### src/rtl/stream_fifo.sv
// stream_fifo: first-word-fall-through FIFO with valid/ready on both sides.
// Storage is a DualPortRam with a registered read port. A read engine
// prefetches the oldest unread word into an output register.

module DualPortRam #(
  parameter int DATA_WIDTH = 32,
  parameter int ADDR_WIDTH = 5
) (
  input  logic                  clk,
  input  logic                  we,
  input  logic [ADDR_WIDTH-1:0] wAddr,
  input  logic [DATA_WIDTH-1:0] dataIn,
  input  logic [ADDR_WIDTH-1:0] rAddr,
  output logic [DATA_WIDTH-1:0] q
);
  logic [DATA_WIDTH-1:0] mem [0:(1<<ADDR_WIDTH)-1];

  // Synchronous write; registered read returns old data on an address collision.
  always_ff @(posedge clk) begin
    if (we) mem[wAddr] <= dataIn;
    q <= mem[rAddr];
  end
endmodule

module stream_fifo #(
  parameter int DATA_WIDTH = 32,
  parameter int ADDR_WIDTH = 5
) (
  input  logic                  clk,
  input  logic                  rst_n,
  input  logic                  flush,
  input  logic                  wrValid,
  output logic                  wrReady,
  input  logic [DATA_WIDTH-1:0] wrData,
  output logic                  rdValid,
  input  logic                  rdReady,
  output logic [DATA_WIDTH-1:0] rdData,
  output logic [ADDR_WIDTH:0]   count
);
  localparam int unsigned          DEPTH    = 1 << ADDR_WIDTH;
  localparam logic [ADDR_WIDTH:0] FULL_CNT = (ADDR_WIDTH+1)'(DEPTH);

  logic [ADDR_WIDTH-1:0] wr_ptr_q, wr_ptr_d;
  logic [ADDR_WIDTH-1:0] rd_ptr_q, rd_ptr_d;
  logic [ADDR_WIDTH:0]   count_q, count_d;
  logic [ADDR_WIDTH:0]   unread_q, unread_d;   // words in RAM not yet read
  logic                  inflight_q, inflight_d;
  logic                  out_valid_q, out_valid_d;
  logic [DATA_WIDTH-1:0] out_data_q, out_data_d;

  logic                  push, pop, load_out, issue, ram_we;
  logic [ADDR_WIDTH-1:0] ram_raddr;
  logic [DATA_WIDTH-1:0] ram_q;

  assign wrReady = (count_q != FULL_CNT);
  assign rdValid = out_valid_q;
  assign rdData  = out_data_q;
  assign count   = count_q;

  DualPortRam #(
    .DATA_WIDTH(DATA_WIDTH),
    .ADDR_WIDTH(ADDR_WIDTH)
  ) u_ram (
    .clk   (clk),
    .we    (ram_we),
    .wAddr (wr_ptr_q),
    .dataIn(wrData),
    .rAddr (ram_raddr),
    .q     (ram_q)
  );

  // Handshakes, read engine and next-state for all registers.
  // A read left waiting in q holds rAddr on its own address (rd_ptr-1), so q
  // keeps returning that word until the output register can take it; this
  // allows a back-to-back read issue without a skid buffer. That slot is still
  // counted as occupied, so the writer never overwrites it while held.
  always_comb begin
    push      = wrValid && wrReady;
    pop       = out_valid_q && rdReady;
    load_out  = inflight_q && (!out_valid_q || pop);
    issue     = !flush && (unread_q != '0) && (!inflight_q || load_out);
    ram_we    = push && !flush;
    ram_raddr = issue ? rd_ptr_q : rd_ptr_q - ADDR_WIDTH'(1);

    wr_ptr_d    = push  ? wr_ptr_q + ADDR_WIDTH'(1) : wr_ptr_q;
    rd_ptr_d    = issue ? rd_ptr_q + ADDR_WIDTH'(1) : rd_ptr_q;
    count_d     = count_q;
    unread_d    = unread_q;
    inflight_d  = issue ? 1'b1 : (load_out ? 1'b0 : inflight_q);
    out_valid_d = load_out ? 1'b1 : (pop ? 1'b0 : out_valid_q);
    out_data_d  = load_out ? ram_q : out_data_q;

    case ({push, pop})
      2'b10:   count_d = count_q + (ADDR_WIDTH+1)'(1);
      2'b01:   count_d = count_q - (ADDR_WIDTH+1)'(1);
      default: count_d = count_q;
    endcase
    case ({push, issue})
      2'b10:   unread_d = unread_q + (ADDR_WIDTH+1)'(1);
      2'b01:   unread_d = unread_q - (ADDR_WIDTH+1)'(1);
      default: unread_d = unread_q;
    endcase

    if (flush) begin
      wr_ptr_d    = '0;
      rd_ptr_d    = '0;
      count_d     = '0;
      unread_d    = '0;
      inflight_d  = 1'b0;
      out_valid_d = 1'b0;
      out_data_d  = '0;
    end
  end

  // State registers with asynchronous clear.
  always_ff @(posedge clk or negedge rst_n) begin
    if (!rst_n) begin
      wr_ptr_q    <= '0;
      rd_ptr_q    <= '0;
      count_q     <= '0;
      unread_q    <= '0;
      inflight_q  <= 1'b0;
      out_valid_q <= 1'b0;
      out_data_q  <= '0;
    end else begin
      wr_ptr_q    <= wr_ptr_d;
      rd_ptr_q    <= rd_ptr_d;
      count_q     <= count_d;
      unread_q    <= unread_d;
      inflight_q  <= inflight_d;
      out_valid_q <= out_valid_d;
      out_data_q  <= out_data_d;
    end
  end
endmodule
### config.mk
export PLATFORM = sky130hd
export DESIGN_NAME = stream_fifo
export DESIGN_NICKNAME = d
export VERILOG_FILES = /design/src/rtl/stream_fifo.sv
export SDC_FILE = /design/constraint.sdc
export NUM_CORES = 1
export LEC_CHECK = 0
export ABC_AREA = 1
export CORE_MARGIN = 2
export CORE_UTILIZATION = 58
export CTS_BUF_LIST = sky130_fd_sc_hd__clkbuf_4 sky130_fd_sc_hd__clkbuf_8 sky130_fd_sc_hd__clkbuf_16
export CTS_CLUSTER_SIZE = 8
export DETAILED_ROUTE_END_ITERATION = 8
export PLACE_DENSITY = 0.84
export SYNTH_ARGS = -nofsm -noshare
export SYNTH_HDL_FRONTEND = slang
export SYNTH_HIERARCHICAL = 1
export SYNTH_SLANG_ARGS = --single-unit
### constraint.sdc
create_clock -name clk -period 5.9 [get_ports clk]
set_clock_uncertainty 0.05 [all_clocks]
set_input_delay 0.885 -clock clk [delete_from_list [all_inputs] [get_ports clk]]
set_output_delay 0.885 -clock clk [all_outputs]
set_load 0.005 [all_outputs]
== Yosys cells after proc, flatten, opt, wreduce, memory -nomap -nowiden ==
Memory sizes are Yosys's and may differ from the RTL's. A register that Yosys moved wholly into a read port is not among the register bits.
Index checks and enable logic that the tools add are counted.
W data, S select, Z words.

* Bits in registers: 56
* Bits in writable memories: 1024
* Input port bits: 37
* Output and inout bits: 40
* Logic and storage cells: 58
* Memories: 1

{| class="wikitable"
|+ Memory list
! memory !! words !! bits a word !! rd ports !! clocked after memory_dff !! wr ports !! line !! text
|-
| u_ram.mem || 32 || 32 || 1 || 1 || 1 || 16 || <nowiki>logic [DATA_WIDTH-1:0] mem [0:(1<<ADDR_WIDTH)-1];</nowiki>
|}

* Add/sub/neg operators: 7
* Eq/ne operators: 5
* Muxes and demuxes: 19
* Reduce and logical (&&, ||, !) cells: 19

{| class="wikitable"
|+ Operators by type and width
! kind !! count
|-
| $mux W32 || 2
|-
| $mux W5 || 5
|-
| $pmux W6 S2 || 2
|-
| $add A6 B1 Y6 const B || 2
|-
| $mux W6 || 2
|-
| $reduce_bool A3 Y1 || 4
|-
| $sub A6 B1 Y6 const B || 2
|-
| $add A5 B1 Y5 const B || 2
|-
| $mux W1 || 8
|-
| $logic_and A1 B1 Y1 || 6
|-
| $ne A6 B6 Y1 const B || 1
|-
| $reduce_bool A2 Y1 || 3
|-
| $reduce_bool A6 Y1 || 1
|-
| $sub A5 B1 Y5 const B || 1
|-
| $eq A2 B1 Y1 const B || 2
|-
| $eq A2 B2 Y1 const B || 2
|-
| $logic_not A1 Y1 || 3
|-
| $logic_or A1 B1 Y1 || 2
|}

== Depth between registers and ports, before layout ==
* Depth after elaboration: 8
* Mapped depth: 19
* Depth with buffers taken out: 16

== By module ==
Netlist, hierarchy kept.

{| class="wikitable"
|+ By module, submodules not included
! module !! instances !! cells each !! area each (µm²)
|-
| DualPortRam || 1 || 3536 || 42405.7
|-
| stream_fifo || 1 || 369 || 2962.8
|}

== Least setup slack after synthesis ==
No wires, ideal clock.

* Kind: input to register
* Start: in wrValid
* End: mem u_ram.mem[31][0], enable pin
* Arrival: 2.988 ns
* Setup slack: 2.441 ns
* Stages on the path: 5
* Buffers on the path: 1
* Path through: nand2_4 buf_6 nor2_1 nand3_1 nor2_1

* Cells in the longest elaborated chain, start to end: 4

{| class="wikitable"
|+ Ends and longest elaborated chain
! what !! line !! text
|-
| from (decl) || 32 || <nowiki>input logic wrValid,</nowiki>
|-
| $logic_and A1 B1 Y1 || 78 || <nowiki>push = wrValid && wrReady;</nowiki>
|-
| $logic_and A1 B1 Y1 || 82 || <nowiki>ram_we = push && !flush;</nowiki>
|-
| net ram_we || 51 || <nowiki>logic push, pop, load_out, issue, ram_we;</nowiki>
|-
| $mux W1 || 20 || <nowiki>if (we) mem[wAddr] <= dataIn;</nowiki>
|-
| $mux W1 (implied by the code) || 20 ||
|-
| to (decl) || 16 ||
|}

The timed path passes the listed nets, and every way through them passes these cells.

== Worst setup path after layout ==
* Start: in flush
* End: reg u_ram.q[6], read port of u_ram.mem

* Cells in the longest elaborated chain, start to end: 4

{| class="wikitable"
|+ Ends and longest elaborated chain
! what !! line !! text
|-
| from (decl) || 31 || <nowiki>input logic flush,</nowiki>
|-
| $logic_not A1 Y1 || 81 || <nowiki>issue = !flush && (unread_q != '0) && (!inflight_q || load_out);</nowiki>
|-
| $logic_and A1 B1 Y1 (2 in a row) || 81 ||
|-
| $mux W5 || 83 || <nowiki>ram_raddr = issue ? rd_ptr_q : rd_ptr_q - ADDR_WIDTH'(1);</nowiki>
|-
| net ram_raddr[0] || 52 || <nowiki>logic [ADDR_WIDTH-1:0] ram_raddr;</nowiki>
|-
| to (decl) || 14 || <nowiki>output logic [DATA_WIDTH-1:0] q</nowiki>
|}

The timed path passes the listed nets, and every way through them passes these cells.
A chain may end at the register's enable or synchronous reset.

==> impl_metrics.toml <==
[drt]
dr.pass1.iters = 6
wl_per_cell_um = 24.63
vias = 32370
drt_iter0_markers = 5390
via_per_inst = 6.338
drc_errors = 0
drt-total-wl_mm = 125.8
final_antenna_net_count = 0

[logic_synthesis]
synthArstFlopShare_pct = 5.036
synth_edf_count = 1024
synth_warnings = 6
synth_nets = 3951
synthCells = 3905
syn_area_um2 = 45370
synth-main-ff-cell = "edfxtp_1"
ys_ff_latch = 1112
yosysUniqueCellTypes = 33
yosysSeqAreaShare_pct = 72.28
avgSynthCellArea_um2 = 11.62

[cells_and_area]
fillers = 4984
area_growth_pct = 13.80
most-common-layout-cells = "nand2_1, edfxtp_1, nand3_1"
layout_commonest_cell = "nand2_1"
finalInstanceArea_um2 = 51630
drive_gt1_share_pct = 9.420
layout.nets = 4035

[worst_setup_path]
worst_path_most_repeated_cell = "nand2_1"
start_kind = "primary input"
critPathKind = "in2reg"
end_kind = "register"
worstSetupPathDepth = 16
crit_chain = "clkdlybuf4s50_1 -> inv_2 -> nand2_2 -> nor2_4 -> nor2_1 -> or2_4 -> inv_16 -> buf_4 -> nand2_1 -> nand3_1 -> nand3_1 -> nand2_1 -> nand2_1 -> nand2_1 -> nand2_1 -> nand2_1"
slowest_stage = "clkdlybuf4s50_1"
r2r_setup_slack_ns = 1.85
arrival_ns = 4.88
required_ns = 6.54
r2r_cells = 16
critPathMaxFanout = 167
cp_num_buf_inv = 4
cp_slowest_stage_delay_ns = 0.59
cp_top_family = "simple AND/OR/NAND/NOR gates"

[cts]
cts-resized-gates = 0
cts_setup_buffers = 0
cts_buffer_depth = 3
cts_root_buf = "clkbuf_16"
cts_sinks = 1112
cts_tree = "done"
ctsHoldBuffers = 0
clk_pin_slew_ns = 0.05
cts_buffers = 157
clock_latency_ns = 0.77
h-tree-depth = 4

[timing]
hold_violations = 0
worstMarginPinSlew_ns = 1.433
rsz0062_at_grt = "false"
setup_violations = 0
clock.fmax_ghz = 0.2359
timing.final.crit_share_pct = 71.86
fin_tns_setup_ns = 0
min_period_ns = 4.240
slew_headroom_pct = 4.210
drv_slew = 0

[placed_design]
port_buffers = 76
dp.final_hpwl_mm = 65.83
placed_cell_area_um2 = 46920
gp_congestion = 0.9130

[floorplan]
core_um2 = 77470
initial_utilization_pct = 58.57
die_w_um = 283.7
ios = 77
die-height_um = 283.7
die-area_um2 = 80470
rows = 102

[run]
cap_violations = 0

[pwr]
seqPwrFrac_pct = 30.4
powerDensity_nw_per_um2 = 580.0
max-vdd-ir-drop_uv = 1421
power.internal_w = 0.01742
p_leak_nw = 19.37
p_sw_share_pct = 41.83
clockPowerShare_pct = 28.4
power_frac_comb_pct = 41.1
power_switching_w = 0.01253

[hold_path]
hp-class = "in2async"

[global_route]
grt_max_degree = 173
grt_pass1_wl_mm = 188.1
grt_remaining_overflow = 0
grt_pass1_vias = 31740
grt_antenna_before_repair = 2
track_usage_pct = 31.09

[outcome]
outcome = "complete, no violations"
-- flip-flops by register name, indices dropped and copies added, names as in the netlist --
name / cells
u_ram/q: 32
unread_q: 6
u_ram/mem: 1024
inflight_q: 1
rd_ptr_q: 5
count: 6
wr_ptr_q: 5
rdData: 32
rdValid: 1
-- layout make-up --
type	instances	area [µm²]	share of cell area, %
diodes	1	2.502	0.004847
clock buffers	226	4534	8.782
clock inverters	10	170.2	0.3296
inverters	82	336.6	0.6519
multi-input cells	2482	10980	21.27
flip-flops and latches	1112	32790	63.51
well taps	1040	1301	2.520
repair buffers	154	1511	2.927
-- per-layer routing --
metal	share of wire (%)	GRT usage (%)	up-vias
met2	46	48.22	2847
li1	-	-	13660
met1	33	39.40	15250
met5	0	0	-
met4	6.8	20.00	0
met3	14	7.693	606
-- synthesized netlist by cell type, types with 10 or more instances --
cell / instances / area [µm²]
buf_2: 83 / 415.4
buf_6: 67 / 754.5
clkbuf_1: 34 / 127.6
dfrtp_1: 56 / 1401
a21oi_1: 10 / 50.05
edfxtp_1: 1024 / 30750
buf_1: 18 / 67.56
buf_4: 24 / 180.2
o21ai_0: 47 / 235.2
nand2_1: 1496 / 5615
inv_1: 72 / 270.3
nand3_1: 832 / 4164
dfxtp_1: 32 / 640.6
nor2_1: 46 / 172.7
-- stage by stage --
| stage | util, % | hold WS [ns] | power (W) | instances | setup slack, ns |
|---|---|---|---|---|---|
| global route | 66.64 | 0.1554 | 0.03099 | 5106 | 1.616 |
| global placement | 60.57 | 0.3800 | 0.02040 | 4870 | 1.329 |
| finish | 66.65 | 0.1121 | 0.02994 | 5107 | 1.660 |
| detailed placement | 60.57 | 0.3867 | 0.02072 | 4870 | 1.234 |
| CTS | 66.64 | 0.1131 | 0.02949 | 5106 | 1.942 |
| floorplan | - | 0.3748 | 0.01744 | 3905 | 2.441 |
-- path summary, 6_finish.rpt --
path	startpoint	endpoint
min in group clk	u_ram/q[25]	rdData[25]
max in group asynchronous	rst_n	rdData[9]
max	flush	u_ram/q[6]
min reg2reg	u_ram/q[25]	rdData[25]
min	rst_n	unread_q[3]
max reg2reg	unread_q[2]	u_ram/q[6]
-- cell families (layout without fill, tap and decap cells) --
logic type / after synthesis / in the layout / share of synthesized area [%]
and+or+nand+nor: 2400 / 2400 / 22.37
adders and majority gates: 9 / 9 / 0.2482
other: 0 / 1 / 0
xor gates and xnor gates: 7 / 7 / 0.1351
AOI/OAI and AO/OA: 66 / 66 / 0.7722
DFF: 1112 / 1112 / 72.28
buffers and inverters: 311 / 472 / 4.200
-- power by group through the flow --
stage / clock (W) / sequential (W) / combinational [W]
6_report: 0.00852 / 0.00911 / 0.0123
5_1_grt: 0.00885 / 0.00912 / 0.0130
2_1_floorplan: 0 / 0.00914 / 0.00830
3_5_place_dp: 0 / 0.00923 / 0.0115
3_3_place_gp: 0 / 0.00923 / 0.0112
4_1_cts: 0.00854 / 0.00909 / 0.0119
No activity file was read; power rests on OpenSTA's default activity.
